<file path="config.mk">
export PLATFORM = sky130hd
export DESIGN_NAME = led_breather
export DESIGN_NICKNAME = d
export VERILOG_FILES = /design/src/rtl/led_breather.sv
export SDC_FILE = /design/constraint.sdc
export NUM_CORES = 1
export LEC_CHECK = 0
export ABC_AREA = 1
export CORE_MARGIN = 5
export CORE_UTILIZATION = 54
export DETAILED_ROUTE_END_ITERATION = 7
export GPL_TIMING_DRIVEN = 1
export PLACE_DENSITY = 0.78
export RECOVER_POWER = 25
export SYNTH_ARGS = -nofsm -noshare
export SYNTH_HDL_FRONTEND = slang
export SYNTH_SLANG_ARGS = --single-unit
</file>
<file path="constraint.sdc">
create_clock -name clk -period 1.73 [get_ports clk]
set_clock_uncertainty 0.2 [all_clocks]
set_input_delay 0.2595 -clock clk [delete_from_list [all_inputs] [get_ports clk]]
set_output_delay 0.2595 -clock clk [all_outputs]
set_load 0.01 [all_outputs]
</file>
<file path="src/rtl/led_breather.sv">
// ----------------------------------------------------------------------------
// led_breather
//
// Breathing LED driver: a PWM output whose duty ramps up one step per PWM
// period, holds at full scale, ramps down, holds at zero, and repeats.
// All timing derives from clk_freq_hz so the same board-frequency parameter
// used upstream in the blinky divider path also sets the breath rate.
//
// Parameters:
//   clk_freq_hz  - input clock frequency in Hz
//   pwm_freq_hz  - PWM period rate in Hz
//   duty_bits    - PWM resolution N; one PWM period is 2^N slots
//   hold_periods - PWM periods spent at the top and at the bottom (>= 1)
//
// Ports:
//   clk         in   system clock
//   rst         in   synchronous, active-high reset (wins over everything)
//   en          in   run enable; low freezes all counters and the FSM
//   led0        out  registered PWM LED drive
//   duty        out  current (linear) duty value, duty_bits wide
//   dir         out  1 while ramping up (RISE), 0 otherwise
//   period_tick out  one-cycle pulse in the cycle pwm_cnt returns to 0
//
// Build option:
//   GAMMA_EN - when defined, the PWM compare uses (duty*duty) >> duty_bits
//              for a perceptually linear fade; the duty port still reports
//              the linear value. When undefined the compare uses duty
//              directly and no multiplier is built.
//
// FSM states:
//   state  | meaning
//   -------+---------------------------------------------------------------
//   RISE   | duty increments once per PWM period until it reaches max
//   TOP    | duty held at max for hold_periods PWM periods
//   FALL   | duty decrements once per PWM period until it reaches 0
//   BOTTOM | duty held at 0 for hold_periods PWM periods
// ----------------------------------------------------------------------------
module led_breather #(
  parameter int clk_freq_hz  = 12_000_000,
  parameter int pwm_freq_hz  = 1000,
  parameter int duty_bits    = 8,
  parameter int hold_periods = 16
) (
  input  logic                 clk,
  input  logic                 rst,
  input  logic                 en,
  output logic                 led0,
  output logic [duty_bits-1:0] duty,
  output logic                 dir,
  output logic                 period_tick
);

  // Clock cycles per PWM slot; never below one so a slow clock still runs.
  localparam int PRESC_RAW = clk_freq_hz / (pwm_freq_hz * (1 << duty_bits));
  localparam int PRESC     = (PRESC_RAW < 1) ? 1 : PRESC_RAW;
  localparam int PRESC_W   = (PRESC > 1) ? $clog2(PRESC) : 1;
  localparam int HOLD_W    = (hold_periods > 1) ? $clog2(hold_periods) : 1;

  localparam logic [PRESC_W-1:0]   PRESC_LAST    = PRESC_W'(PRESC - 1);
  localparam logic [HOLD_W-1:0]    HOLD_LAST     = HOLD_W'(hold_periods - 1);
  localparam logic [duty_bits-1:0] DUTY_MAX      = '1;
  localparam logic [duty_bits-1:0] DUTY_NEAR_MAX = DUTY_MAX - 1'b1;
  localparam logic [duty_bits-1:0] DUTY_ONE      = duty_bits'(1);

  typedef enum logic [1:0] {
    RISE   = 2'd0,
    TOP    = 2'd1,
    FALL   = 2'd2,
    BOTTOM = 2'd3
  } state_t;

  state_t               state;
  logic [PRESC_W-1:0]   presc_cnt;
  logic [duty_bits-1:0] pwm_cnt;
  logic [HOLD_W-1:0]    hold_cnt;
  logic [duty_bits-1:0] duty_eff;
  logic                 pwm_ce;
  logic                 period_end;

  // en gates the slot strobe, so nothing downstream of it can advance
  // while frozen.
  assign pwm_ce     = en && (presc_cnt == PRESC_LAST);
  assign period_end = pwm_ce && (pwm_cnt == DUTY_MAX);

`ifdef GAMMA_EN
  logic [2*duty_bits-1:0] duty_wide;
  logic [2*duty_bits-1:0] duty_sq;
  logic                   gamma_unused;

  // Full 2N-bit square, then keep the upper half: (duty*duty) >> N.
  assign duty_wide    = {{duty_bits{1'b0}}, duty};
  assign duty_sq      = duty_wide * duty_wide;
  assign duty_eff     = duty_sq[2*duty_bits-1 -: duty_bits];
  assign gamma_unused = ^duty_sq[duty_bits-1:0];
`else
  assign duty_eff = duty;
`endif

  // Prescaler, slot counter and the PWM output stage.
  always_ff @(posedge clk) begin
    if (rst) begin
      presc_cnt   <= '0;
      pwm_cnt     <= '0;
      led0        <= 1'b0;
      period_tick <= 1'b0;
    end else begin
      if (en) begin
        if (presc_cnt == PRESC_LAST) begin
          presc_cnt <= '0;
        end else begin
          presc_cnt <= presc_cnt + 1'b1;
        end
      end
      if (pwm_ce) begin
        pwm_cnt <= pwm_cnt + 1'b1;
      end
      // Registered from the pre-edge pwm_cnt, so the pulse lands in the
      // cycle where pwm_cnt reads 0.
      period_tick <= period_end;
      led0        <= en && (pwm_cnt < duty_eff);
    end
  end

  // Breath FSM. Everything here moves only at a period boundary so the
  // duty never changes part-way through a PWM period.
  always_ff @(posedge clk) begin
    if (rst) begin
      state    <= RISE;
      duty     <= '0;
      hold_cnt <= '0;
      dir      <= 1'b1;
    end else if (period_end) begin
      case (state)
        RISE: begin
          // The guard keeps duty from wrapping even if state and duty
          // were ever to disagree.
          if (duty != DUTY_MAX) begin
            duty <= duty + 1'b1;
          end
          if (duty == DUTY_NEAR_MAX || duty == DUTY_MAX) begin
            state    <= TOP;
            hold_cnt <= '0;
            dir      <= 1'b0;
          end
        end
        TOP: begin
          if (hold_cnt == HOLD_LAST) begin
            state <= FALL;
          end else begin
            hold_cnt <= hold_cnt + 1'b1;
          end
        end
        FALL: begin
          if (duty != '0) begin
            duty <= duty - 1'b1;
          end
          if (duty == DUTY_ONE || duty == '0) begin
            state    <= BOTTOM;
            hold_cnt <= '0;
          end
        end
        BOTTOM: begin
          if (hold_cnt == HOLD_LAST) begin
            state <= RISE;
            dir   <= 1'b1;
          end else begin
            hold_cnt <= hold_cnt + 1'b1;
          end
        end
        default: begin
          state    <= RISE;
          duty     <= '0;
          hold_cnt <= '0;
          dir      <= 1'b1;
        end
      endcase
    end
  end

endmodule
</file>
==> results.toml, run 1 <==
[status]
status = "complete, no violations"

[global_routing]
grt_max_degree = 19
overflow = 0
grt_pass1_wl_mm = 8.94
first_global_vias = 2054
track_usage_pct = 20.9
antenna_found_initial = 0

[synth]
synthArstFlopShare_pct = 0
synth.avg_cell_area_sq_um = 7.00
synthFlopType = "dfxtp_1"
syn-num-nets = 341
ys_types = 35
yosys_warnings = 0
netlist_instances = 318
syn-cell-area_sq_um = 2220
synth.yosys.seq_area_share_pct = 27.9
ys_seq_elements = 31
synth_edf_count = 0

[sta]
period_minus_slack_ns = 1.73
timing.final.ws_setup_ns = 0.00107
fin_setup_tns_ns = 0
final_hold_viol_count = 0
setup_viol = 0
finalCritPeriodShare_pct = 99.9
tightest_slew_ns = 0.343
slew_violations = 0
relSlewSlack_pct = 77.0
whs_ns = 0.289
fmax_ghz = 0.578
rsz0062_at_grt = "true"

[power]
total_power_mw = 1.44
peakVddDrop_mv = 0.466
power.leakage_nw = 1.38
powerDensity_nw_per_um2 = 487

[cells_and_area]
final_util_pct = 73.9
final_layout_size_suffix_gt1_share_pct = 31.5
final_cell_area_sq_um = 2960
area_growth_pct = 32.8
mostFrequentLayoutCells = "nand2_1, buf_4, nor2_1"
stdcell_count = 422
num_antenna_cells = 0
nNetsFinal = 394
layout_commonest_cell = "nand2_1"

[placement]
portBuffers = 13
dp_hpwl_mm = 3.87
dpl_cell_area_sq_um = 2630
placedCellCount = 408
place_congestion = 0.893
post-place-ws_ns = -0.175

[hold_path]
hold_depth = 1
hp-class = "reg -> reg"
worstHoldStart = "pwm_cnt[3]$_SDFFE_PP0P_"

[routing]
viasPerCell = 5.33
drtIter0Drc = 169
vias = 2251
wirelength_mm = 5.68
wl_per_cell_um = 13.5
firstDrtPassIters = 4
drc = 0
ant_nets = 0

[critical_path]
cpPeakStageDelay_ns = 0.33
reg2regPathDepth = 10
arrival_ns = 1.74
required_ns = 1.74
r2r_end = "duty[1]$_SDFFE_PP0P_"
crit_chain = "inv_2 > ha_4 > inv_2 > nor2_4 > nand3_4 > nor2_8 > nand2_4 > nor2_8 > nand2_1 > a21oi_1"
end_kind = "flip-flop"
crit_end = "duty[1]$_SDFFE_PP0P_"
rrSetupSlack_ns = 0.001
reg2reg_from = "presc_cnt[1]$_SDFFE_PP0P_"
start_kind = "flip-flop"
worst_path_max_delay_cell = "dfxtp_2"
crit_type = "reg -> reg"
crit_path_max_fanout = 7
crit_start = "presc_cnt[1]$_SDFFE_PP0P_"

[floorplan]
die_area_sq_um = 5500
core_sq_um = 4000
io_pins = 14
start_util_pct = 55.6
dieHeight_um = 74.2
die_w_um = 74.2
rows = 23

[flow_run]
cap_violations = 0

[clocking]
ctsRootBufferMaster = "clkbuf_8"
cts.sinks = 31
hold_buffers = 0
cts_buffer_depth = 2
cts_buffers = 5
cts_tree = "done"
clk_pin_slew_ns = 0.07
insertion_delay_ns = 0.29
htree_levels = 2
[cells by family after synthesis]
family | synth area share (%)
AOI/OAI and AO/OA | 9.22
xor gates and xnor gates | 4.72
adders and majority gates | 11.2
buffers and inverters | 7.48
DFF | 27.9
muxes | 0.450
and+or+nand+nor | 39.0
[area by class of cell]
class,count,area [sq um]
Sequential cell,31,646
Inverter,34,133
Tap cell,50,62.6
Clock inverter,1,7.51
Clock buffer,7,96.3
Timing Repair Buffer,52,428
Multi-Input combinational cell,247,1580
Fill cell,301,1040
[sequential cells by signal, indices dropped and copies added (netlist names)]
name and flops:
dir 1, duty 8, hold_cnt 4, led0 1, period_tick 1, presc_cnt 6
pwm_cnt 8, state 2
[cell usage after synthesis (2+ instances only)]
library cell,instances,area (sq um)
nand2_1,83,312
nor2_1,41,154
dfxtp_1,31,621
inv_1,29,109
a21oi_1,21,105
ha_1,20,250
nand3_1,15,75.1
o21ai_0,13,65.1
nand4_1,10,62.6
xor2_1,8,70.1
inv_2,4,15.0
nand2_2,4,25.0
nor3b_1,4,30.0
xnor2_1,4,35.0
nand2_4,3,33.8
nor2_8,3,60.1
nor3_1,3,15.0
a211oi_1,2,15.0
buf_4,2,15.0
nand3_2,2,20.0
nor2_2,2,12.5
[report_power, final]
part           internal, mW  switching (mW)
Sequential            0.714         0.00407
Clock                 0.362           0.293
Combinational        0.0318          0.0338
[how the worst min path moves through the flow]
stage / endpoint / slack [ns]
5_1_grt: pwm_cnt[3]$_SDFFE_PP0P_ / 0.31
2_1_floorplan: presc_cnt[1]$_SDFFE_PP0P_ / 0.15
3_5_place_dp: dir$_SDFFE_PP1P_ / 0.29
4_1_cts: dir$_SDFFE_PP1P_ / 0.30
3_3_place_gp: dir$_SDFFE_PP1P_ / 0.28
6_report: pwm_cnt[3]$_SDFFE_PP0P_ / 0.29
[timing repair]
action / CTS / global route
endpoints found under the setup margin: 26 / 22
buffers inserted: 1 / 5
pin swaps: 3 / 27
resized for setup: 20 / 50
[worst max-delay path, delay by kind of cell, from the launching register on]
kind                       cells  cell delay, ns
buffers and inverters          2            0.10
adders and majority gates      1            0.12
DFF                            1            0.33
and+or+nand+nor                6            0.77
AOI/OAI and AO/OA              1            0.13
[routing by layer]
metal | vias to the layer above | track usage, % | part of all wire (%)
met4 | 0 | 6.64 | 1.6
met1 | 1055 | 25.6 | 43
li1 | 1141 | - | -
met2 | 45 | 36.4 | 51
met5 | - | 0 | 0
met3 | 10 | 4.46 | 3.8
Power figures use the tool's default switching activity.
==> inputs of run 2 (changes only) <==
--- a/config.mk
+++ b/config.mk
@@ -5,12 +5,11 @@
 export SDC_FILE = /design/constraint.sdc
 export NUM_CORES = 1
 export LEC_CHECK = 0
-export ABC_AREA = 1
-export CORE_MARGIN = 5
-export CORE_UTILIZATION = 54
+export CORE_MARGIN = 3
+export CORE_UTILIZATION = 52
 export DETAILED_ROUTE_END_ITERATION = 7
 export GPL_TIMING_DRIVEN = 1
-export PLACE_DENSITY = 0.78
+export PLACE_DENSITY = 0.76
 export RECOVER_POWER = 25
 export SYNTH_ARGS = -nofsm -noshare
 export SYNTH_HDL_FRONTEND = slang
==> run 2 against run 1 <==
  * Clock-buffer cell count fell by 1
  * Global-route usage rose by 6.7 points
  * Area after synthesis fell by 14%
  * Sequential cell count did not move
  * Critical path type unchanged
  * Via count fell by 11%
  * Die area fell by 19%
  * Hold slack improved by 0.034 ns
  * Largest power group is now clock
  * Critical path depth fell by 2
  * Register-to-register slack got worse by 0.27 ns
  * Combinational power rose by 14%
  * Highest routed layer unchanged
  * Design area rose by 1.1%
  * Sequential power rose by 1%
  * The run now ends with negative setup slack left
==> results.toml, run 2 <==
[status]
status = "complete, but fails checks"
violations = "negative setup slack"

[clocking]
hold_buffers = 0
cts_buffers = 5
cts_tree = "done"
clk_pin_slew_ns = 0.07
ctsRootBufferMaster = "clkbuf_8"
cts.sinks = 31
insertion_delay_ns = 0.29
cts_buffer_depth = 2
htree_levels = 2

[critical_path]
crit_chain = "inv_2 > ha_4 > buf_4 > nand4b_1 > o22ai_4 > o21ai_1 > or3_1 > a21oi_2"
crit_type = "reg -> reg"
end_kind = "flip-flop"
cpPeakStageDelay_ns = 0.34
reg2regPathDepth = 8
start_kind = "flip-flop"
required_ns = 1.74
rrSetupSlack_ns = -0.27
worst_path_max_delay_cell = "or3_1"
crit_path_max_fanout = 5
arrival_ns = 2.01

[sta]
relSlewSlack_pct = 84.0
tightest_slew_ns = 0.239
period_minus_slack_ns = 2.00
rsz0062_at_grt = "true"
timing.final.ws_setup_ns = -0.269
setup_viol = 18
finalCritPeriodShare_pct = 116
fmax_ghz = 0.500
final_hold_viol_count = 0
slew_violations = 0

[placement]
dp_hpwl_mm = 3.67
place_congestion = 0.907
portBuffers = 13
dpl_cell_area_sq_um = 2590

[synth]
syn-num-nets = 235
ys_seq_elements = 31
netlist_instances = 212
yosys.area.top_type_share_pct = 32.5
synthFlopType = "dfxtp_1"
synth_commonest_cells = "dfxtp_1, nor2_1, ha_1, inv_1"
synth.avg_cell_area_sq_um = 9.01
synth_edf_count = 0
yosys_warnings = 0
synth.area.top_cells = "dfxtp_1, ha_1, nor2_1"
ys_types = 48
syn-cell-area_sq_um = 1910
synth_top_cell_by_area = "dfxtp_1"
synth.yosys.seq_area_share_pct = 32.5
synthArstFlopShare_pct = 0

[routing]
wl_per_cell_um = 17.8
firstDrtPassIters = 4
drtIter0Drc = 148
wirelength_mm = 6.05
ant_nets = 0
viasPerCell = 5.88
drc = 0
vias = 2005

[floorplan]
dieHeight_um = 66.6
start_util_pct = 55.5
rows = 21
core_sq_um = 3440
die_area_sq_um = 4440
io_pins = 14
die_w_um = 66.6

[hold_path]
hold_depth = 3
hp-class = "in -> reg"

[global_routing]
antenna_found_initial = 0
first_global_vias = 1981
grt_pass1_wl_mm = 9.20
grt_max_degree = 13
overflow = 0
track_usage_pct = 27.6

[cells_and_area]
final_util_pct = 86.8
nNetsFinal = 317
largestRegisters = "duty: 8 flops, pwm_cnt: 8 flops, presc_cnt: 6 flops"
final_layout_size_suffix_gt1_share_pct = 47.8
num_antenna_cells = 0
area_growth_pct = 56.4
final_cell_area_sq_um = 2990
layout_commonest_cell = "buf_4"
mostFrequentLayoutCells = "buf_4, nor2_1, dfxtp_1"

[power]
power.leakage_nw = 1.28
powerDensity_nw_per_um2 = 519
peakVddDrop_mv = 0.510
total_power_mw = 1.55

[flow_run]
cap_violations = 0
==> run 2: metrics by stage <==
stage | setup slack [ns] | hold slack (ns) | std cells | TNS [ns]
floorplan | -0.166 | 0.272 | 212 | -0.829
global route | -0.313 | 0.339 | 341 | -3.99
detailed placement | -0.526 | 0.322 | 323 | -8.75
global placement | -0.481 | 0.295 | 323 | -7.26
CTS | -0.187 | 0.313 | 338 | -2.07
finish | -0.269 | 0.323 | 341 | -2.67
==> run 2: routing by layer <==
metal | global-route usage (%) | up-vias | wire length [um]
met5 | 0 | - | 0
met4 | 16.8 | 0 | 291
met3 | 8.26 | 32 | 319
met2 | 43.6 | 73 | 2930
met1 | 32.6 | 976 | 2510
li1 | - | 924 | -
==> run 2: path summary, 6_finish.rpt <==
kind                                               start                   endpoint
worst min-delay path                                  en  presc_cnt[1]$_SDFFE_PP0P_
worst min register to register  hold_cnt[1]$_SDFFE_PP0P_   hold_cnt[1]$_SDFFE_PP0P_
worst max register to register     state[0]$_SDFFE_PP0P_       duty[7]$_SDFFE_PP0P_
worst max-delay path               state[0]$_SDFFE_PP0P_       duty[7]$_SDFFE_PP0P_
==> run 2: logic make-up (layout without fill, tap and decap cells) <==
group | after synthesis | count (layout) | synth area share (%)
AND/OR/NAND/NOR | 84 | 84 | 24.6
XOR/XNOR | 17 | 17 | 7.79
multiplexers | 3 | 3 | 1.57
adder cells (fa/ha/maj) | 20 | 20 | 13.1
AO/OA/AOI/OAI | 37 | 37 | 15.5
flip-flops | 31 | 31 | 32.5
buffers and inverters | 20 | 103 | 4.98
==> run 2: cell type report <==
type,instances,area (sq um)
clock buffers,6,82.6
clock inverters,2,35.0
fillers,167,454
inverters,12,50.0
multi-input cells,161,1430
flip-flops and latches,31,643
well taps,46,57.6
repair buffers,83,686
==> run 2: what timing repair did <==
| action | CTS | global route |
|---|---|---|
| pin swaps | 35 | 21 |
| setup endpoints to repair | 26 | 20 |
| resized for setup | 39 | 21 |
| buffers inserted | 7 | 3 |
==> run 2: critical path: cells and delay by family (launching register included) <==
| family | cells | cell delay (ns) |
|---|---|---|
| flip-flops | 1 | 0.33 |
| AND/OR/NAND/NOR | 2 | 0.59 |
| buffers and inverters | 2 | 0.19 |
| AO/OA/AOI/OAI | 3 | 0.44 |
| adder cells (fa/ha/maj) | 1 | 0.17 |
==> run 2: where the power goes <==
| group | internal (mW) | switching, mW |
|---|---|---|
| logic | 0.0355 | 0.0395 |
| clock network | 0.466 | 0.284 |
| registers | 0.718 | 0.00687 |
| total | 1.22 | 0.331 |
